==> src/rtl/acq_readout.sv <==
// acq_readout: drains NSAMPLE words from the acquisition RAM onto a valid/ready stream.
// Define READOUT_CHECKSUM_EN to append a modulo-2^DATAWIDTH sum word after the samples.
module acq_readout #(
  parameter int NSAMPLE   = 10,
  parameter int ADDRSIZE  = 7,
  parameter int DATAWIDTH = 12
) (
  input  logic                 clk,
  input  logic                 reset,
  input  logic                 start,
  output logic                 busy,
  output logic                 done,
  output logic                 ram_rd_en,
  output logic [ADDRSIZE-1:0]  ram_addr,
  input  logic [DATAWIDTH-1:0] ram_data,
  output logic [DATAWIDTH-1:0] out_data,
  output logic                 out_valid,
  input  logic                 out_ready,
  output logic                 out_last
);

  // state | meaning
  // IDLE  | waiting for start, address parked at 0
  // READ  | issuing RAM reads for addresses 0..NSAMPLE-1
  // DRAIN | all reads issued, waiting for the final word to transfer
  typedef enum logic [1:0] {IDLE, READ, DRAIN} state_t;

  localparam logic [ADDRSIZE-1:0] LAST_ADDR = ADDRSIZE'(NSAMPLE - 1);

  state_t               state;
  logic [DATAWIDTH-1:0] skid_data;
  logic                 skid_valid;
  logic                 skid_fin;
  logic                 out_fin;
  logic                 rd_pend;
  logic                 pend_fin;
  logic                 xfer;
  logic [1:0]           occ;

  assign xfer = out_valid & out_ready;
  // Words held or in flight once this cycle's transfer leaves; counting the
  // departing word keeps one word per cycle flowing with out_ready high.
  assign occ = 2'(out_valid) + 2'(skid_valid) + 2'(rd_pend) - 2'(xfer);
  assign ram_rd_en = (state == READ) && (occ < 2'd2);

`ifdef READOUT_CHECKSUM_EN
  logic [DATAWIDTH-1:0] sum;
`else
  assign out_last = out_fin;
`endif

  always_ff @(posedge clk) begin
    if (reset) begin
      state      <= IDLE;
      busy       <= 1'b0;
      done       <= 1'b0;
      ram_addr   <= '0;
      rd_pend    <= 1'b0;
      pend_fin   <= 1'b0;
      skid_data  <= '0;
      skid_valid <= 1'b0;
      skid_fin   <= 1'b0;
      out_data   <= '0;
      out_valid  <= 1'b0;
      out_fin    <= 1'b0;
`ifdef READOUT_CHECKSUM_EN
      sum        <= '0;
      out_last   <= 1'b0;
`endif
    end else begin
      done     <= 1'b0;
      rd_pend  <= ram_rd_en;
      pend_fin <= ram_rd_en && (ram_addr == LAST_ADDR);

      case (state)
        IDLE: begin
          if (start) begin
            state    <= READ;
            busy     <= 1'b1;
            ram_addr <= '0;
`ifdef READOUT_CHECKSUM_EN
            sum      <= '0;
`endif
          end
        end
        READ: begin
          if (ram_rd_en) begin
            if (ram_addr == LAST_ADDR) state <= DRAIN;
            else ram_addr <= ram_addr + 1'b1;
          end
        end
        DRAIN: begin
          if (xfer && out_last) begin
            state    <= IDLE;
            busy     <= 1'b0;
            done     <= 1'b1;
            ram_addr <= '0;
          end
        end
        default: state <= IDLE;
      endcase

      // Output register refills from the skid entry first so order is kept.
      if (!out_valid || xfer) begin
        if (skid_valid) begin
          out_data   <= skid_data;
          out_valid  <= 1'b1;
          out_fin    <= skid_fin;
          skid_valid <= rd_pend;
          skid_data  <= ram_data;
          skid_fin   <= pend_fin;
        end else if (rd_pend) begin
          out_data  <= ram_data;
          out_valid <= 1'b1;
          out_fin   <= pend_fin;
        end else begin
          out_valid <= 1'b0;
          out_fin   <= 1'b0;
        end
      end else if (rd_pend) begin
        skid_data  <= ram_data;
        skid_valid <= 1'b1;
        skid_fin   <= pend_fin;
      end

`ifdef READOUT_CHECKSUM_EN
      // Nothing is buffered behind the final sample, so the sum word takes its slot.
      if (xfer) begin
        out_last <= out_fin;
        if (!out_last) sum <= sum + out_data;
        if (out_fin) begin
          out_data  <= sum + out_data;
          out_valid <= 1'b1;
          out_fin   <= 1'b0;
        end
      end
`endif
    end
  end

endmodule

==> config.mk <==
export PLATFORM = sky130hd
export DESIGN_NAME = acq_readout
export DESIGN_NICKNAME = d
export VERILOG_FILES = /design/src/rtl/acq_readout.sv
export SDC_FILE = /design/constraint.sdc
export NUM_CORES = 1
export LEC_CHECK = 0
export CAP_MARGIN = 10
export CORE_MARGIN = 2
export CORE_UTILIZATION = 50
export DETAILED_ROUTE_END_ITERATION = 12
export GPL_TIMING_DRIVEN = 0
export PLACE_DENSITY = 0.83
export SYNTH_ARGS = -nofsm -noshare
export SYNTH_HDL_FRONTEND = slang
export SYNTH_SLANG_ARGS = --single-unit
==> constraint.sdc <==
create_clock -name clk -period 3.25 [get_ports clk]
set_clock_uncertainty 0.1 [all_clocks]
set_input_delay 0.65 -clock clk [delete_from_list [all_inputs] [get_ports clk]]
set_output_delay 0.65 -clock clk [all_outputs]
set_load 0.05 [all_outputs]
# After elaboration in Yosys (flattened, before gate mapping)
# Cells that the tools add are included.
# Widths: inputs -> output; s select.
classes:
  n_addsub: 4
  n_lt_le_gt_ge: 1
  n_eq_ne: 9
  n_mux: 28
  bitwise: 2
  n_reduce_logical: 16
op_table:
  columns: ["op", "count"]
  rows:
  - ["$mux 12", 4]
  - ["$mux 7", 4]
  - ["$pmux 7 s3", 1]
  - ["$mux 1", 13]
  - ["$ne 2x2->1 const B", 5]
  - ["$mux 2", 4]
  - ["$add 7x1->7 const B", 1]
  - ["$eq 7x4->1 const B", 1]
  - ["$pmux 2 s3", 1]
  - ["$reduce_bool 2->1", 3]
  - ["$reduce_and 5->1", 1]
  - ["$reduce_and 2->1", 2]
  - ["$reduce_and 4->1", 1]
  - ["$logic_and 1x1->1", 3]
  - ["$reduce_and 3->1", 1]
  - ["$reduce_bool 3->1", 1]
  - ["$add 1x1->2", 1]
  - ["$add 2x1->2", 1]
  - ["$eq 2x1->1 const B", 1]
  - ["$eq 2x2->1 const B", 1]
  - ["$logic_not 2->1", 1]
  - ["$lt 2x2->1 const B", 1]
  - ["$ne 2x1->1 const B", 1]
  - ["$pmux 1 s2", 1]
  - ["6 further kinds", 6]
totals:
  ff_bits: 41
  inputBits: 16
  out_inout_bits: 24
  wordCells: 72

# Logic depth before layout (Yosys ltp)
depth:
  ltp_word: 7
  ltp_mapped: 10
  mapped_depth_nobuf: 8

# Worst setup path before layout
# OpenSTA, ideal clock, no wires.
synth_path:
  path_type: "register to output"
  from: "register out_valid"
  to: "output ram_rd_en"
  arrival_ns: 2.458
  required_ns: 2.500
  slack_ns: 0.042
  path_stages_with_launch: 8
  path_buffers: 0
  cell_sequence: "dfxtp_1 -> and2_1 -> ha_1 -> inv_1 -> ha_1 -> a21oi_4 -> xnor2_1 -> nor2_1"
synth_via:
  elab_chain_len: 5
  word_cells_on_any_way: 6
  cone_classes: "add/sub: 3; order compare: 1; bitwise: 1; reduce/logical: 1"
synth_rtl:
  columns: ["element", "line_no", "text"]
  rows:
  - ["from (decl)", "17", "output logic out_valid,"]
  - ["from (signal assigned)", "64", "out_valid <= 1'b0;"]
  - ["from (signal assigned)", "107", "out_valid <= 1'b1;"]
  - ["from (signal assigned)", "114", "out_valid <= 1'b1;"]
  - ["$add 1x1->2", "43", "assign occ = 2'(out_valid) + 2'(skid_valid) + 2'(rd_pend) - 2'(xfer);"]
  - ["$add 2x1->2", "43", null]
  - ["$sub 2x1->2 *", "43", null]
  - ["$lt 2x2->1 *", "44", "assign ram_rd_en = (state == READ) && (occ < 2'd2);"]
  - ["$logic_and 1x1->1 *", "44", null]
  - ["to (decl)", "13", "output logic ram_rd_en,"]
# Every way passes the cells marked *; elsewhere a longest branch is shown, timed or not.

# Worst setup path after layout
layout_path:
  from: "register skid_valid"
  to: "output ram_rd_en"
layout_via:
  elab_chain_len: 5
layout_rtl:
  columns: ["element", "line_no", "text"]
  rows:
  - ["from (decl)", "32", "logic skid_valid;"]
  - ["from (signal assigned)", "109", "skid_valid <= rd_pend;"]
  - ["$add 1x1->2", "43", null]
  - ["$add 2x1->2", "43", null]
  - ["$sub 2x1->2", "43", null]
  - ["$lt 2x2->1", "44", null]
  - ["$logic_and 1x1->1", "44", null]
# No other way between the ends.

==> impl_metrics.tcl <==
set metrics [dict create \
    outcome "completed" \
    drt.antenna.violating_nets 0 \
    rsz0062_at_grt "false" \
    crit_chain "clkbuf_4, buf_6, inv_1, ha_1, inv_1, ha_1, a21oi_4, xnor2_2, nor2_1, buf_6" \
    nNetsFinal 261 \
    slew_headroom_pct 66.21 \
    clk_pin_slew_ns 0.08 \
    hold_class "reg -> reg" \
    synth.avg_cell_area_um2 9.925 \
    vias_per_cell 5.383 \
    port_buffers 38 \
    fin_tns_setup_ns 0 \
    drv_slew 0 \
    finalHoldViolCount 0 \
    drt-total-wl_mm 3.964 \
    synth_top_area_share_pct 42.85 \
    fin_crit_ns 3.070 \
    drv_cap 0 \
    core_mm2 0.003661 \
    nFillCells 281 \
    dieArea_mm2 0.004342 \
    critPathRequiredTime_ns 2.50 \
    antenna_found_initial 0 \
    place_congestion 0.8173 \
    wire_per_inst_um 13.67 \
    cts_root_buffer "clkbuf_8" \
    async_flop_share_pct 0 \
    crit_fanout 10 \
    regArea_um2 820.8 \
    area_delta_synth_final_pct 31.61 \
    antenna_cells 0 \
    syn_area_mm2 0.001916 \
    finalCoreUtilization_pct 68.87 \
    synth_cells 193 \
    synth_top_cell_by_area "dfxtp_1" \
    fmax_ghz 0.3258 \
    crit_type "reg -> out" \
    clk_latency_ns 0.29 \
    synth.distinct_cells 47 \
    drc 0 \
    yosys_most_used_dff "dfxtp_1" \
    vias 1561 \
    p_leak_nw 1.043 \
    setup_viol_count_final 0 \
    slowest_stage "dfxtp_1" \
    overflow 0 \
    drt_iter0_drc 65 \
    clock_path_buffers 2 \
    pin_count 40 \
    yosysMostFrequentCell "dfxtp_1" \
    tritoncts "done" \
    synth-seq-cells 41 \
    max_slew.worst_pin.slew_ns 0.5053 \
    ys_warn_count 0 \
    drive_gt1_share_pct 13.22 \
    grt_util_all_layers_pct 20.04 \
    grt_max_degree 14 \
    grt_pass1_wl_mm 6.637 \
    dp_hpwl_mm 2.755 \
    final_cells 290 \
    min_period_over_period_pct 94.46 \
    htree_levels 2 \
    cp.arrival_ns 2.32 \
    synth-edff-count 0 \
    cts_num_sinks 41 \
    synth_common_cells "dfxtp_1, nor2_1, mux2i_1, a211oi_1, nand2_1" \
    start_util_pct 52.32 \
    postCtsHoldBufs 0 \
    seq_area_frac_synth_pct 42.85 \
    pwr_density_cell_mw_per_mm2 451.3 \
    firstDrtPassIters 4 \
    max-vdd-ir-drop_mv 0.3043 \
    critPathMaxStageDelay_ns 0.31 \
    hold_path_depth 2 \
    synth_area_leaders "dfxtp_1, mux2i_1, nor2_1" \
    dp_cells 279 \
    cp-end-kind "output port" \
    cp-start-kind "flop" \
    dieHeight_um 65.90 \
    multi_input_area_mm2 0.001020 \
    dieWidth_um 65.90 \
    cts_buffers 5 \
    grt_pass1_vias 1461 \
    num_rows 22 \
    synth_nets 213 \
    ff2ff_path_depth 12 \
]
per-layer routing:
layer,global-route usage [%],vias to the layer above,wire length (um)
met5,0,-,0
met4,7.813,0,58
met3,3.578,5,137
met2,33.46,30,1967
met1,25.53,742,1800
li1,-,784,-
worst paths after layout:
path,start,end,slack [ns]
setup / recovery,skid_valid$_SDFFE_PP0P_,ram_rd_en,0.18
hold / removal,out_data[2]$_SDFFE_PP0P_,out_data[2]$_SDFFE_PP0P_,0.40
setup reg to reg,skid_valid$_SDFFE_PP0P_,ram_addr[4]$_SDFFE_PP0P_,0.46
hold reg to reg,out_data[2]$_SDFFE_PP0P_,out_data[2]$_SDFFE_PP0P_,0.40
sequential cells by signal, summed over array words and instances (netlist names):
signal	count
busy	1
out_last	1
skid_valid	1
skid_fin	1
done	1
out_valid	1
pend_fin	1
state	2
skid_data	12
rd_pend	1
ram_addr	7
out_data	12
layout make-up:
cell class,instances,share of cell area [%]
Buffer,12,3.127
Clock buffer,6,3.275
Clock inverter,2,1.489
Inverter,4,0.5955
Multi-Input combinational cell,136,40.45
Sequential cell,41,32.56
Tap cell,48,2.382
Timing Repair Buffer,41,16.13
cell usage in the layout, fill, tap and decap left out, types with 2 or more instances in the layout:
cell type,n
nor2_1,34
ha_1,4
nand3_1,2
o211a_1,2
a31oi_1,2
buf_6,4
a21oi_1,4
mux2i_1,27
a211oi_1,12
clkbuf_8,6
nor3b_1,3
buf_4,4
clkdlybuf4s50_1,36
o21ai_1,2
a221o_1,3
nand2_1,7
and3_1,3
buf_2,3
nor2b_1,3
clkbuf_1,4
dfxtp_1,41
inv_1,4
nor4_1,2
cell families (layout without fill, tap and decap cells):
family	after synthesis	after routing	synth area share, %
simple gates	66	66	18.29
flops	41	41	42.85
compound gates	35	35	14.83
mux	29	29	16.07
buf+inv	16	65	4.441
fa+ha+maj	4	4	2.613
xor+xnor	2	2	0.9146
report_power, final:
group / internal (mW) / switching (mW) / total (mW)
Clock: 0.250 / 0.174 / 0.423
Sequential: 0.519 / 0.0122 / 0.531
Combinational: 0.0735 / 0.110 / 0.183
worst max-delay path: cells and delay by family (launching register included):
kind	cells	cell delay, ns
adders and majority gates	2	0.57
xor gates and xnor gates	1	0.10
and+or+nand+nor	1	0.16
AOI/OAI and AO/OA	1	0.20
buffers and inverters	5	0.69
DFF	1	0.31
repair_timing:
item	in CTS	in global routing
buffers inserted	2	1
setup endpoints to repair	1	1
resized for setup	9	4
pin swaps	3	2
per-stage QoR:
stage	cell area, um^2	worst slack (ns)	hold slack (ns)	power [mW]
2_1_floorplan	1916	0.04195	0.3596	0.6576
3_3_place_gp	2356	-0.6981	0.3739	0.7194
3_5_place_dp	2356	-0.7213	0.3876	0.7220
4_1_cts	2502	0.01457	0.4025	1.147
5_1_grt	2521	0.04029	0.4298	1.183
6_report	2521	0.1802	0.3967	1.138
Power figures use the tool's default switching activity.
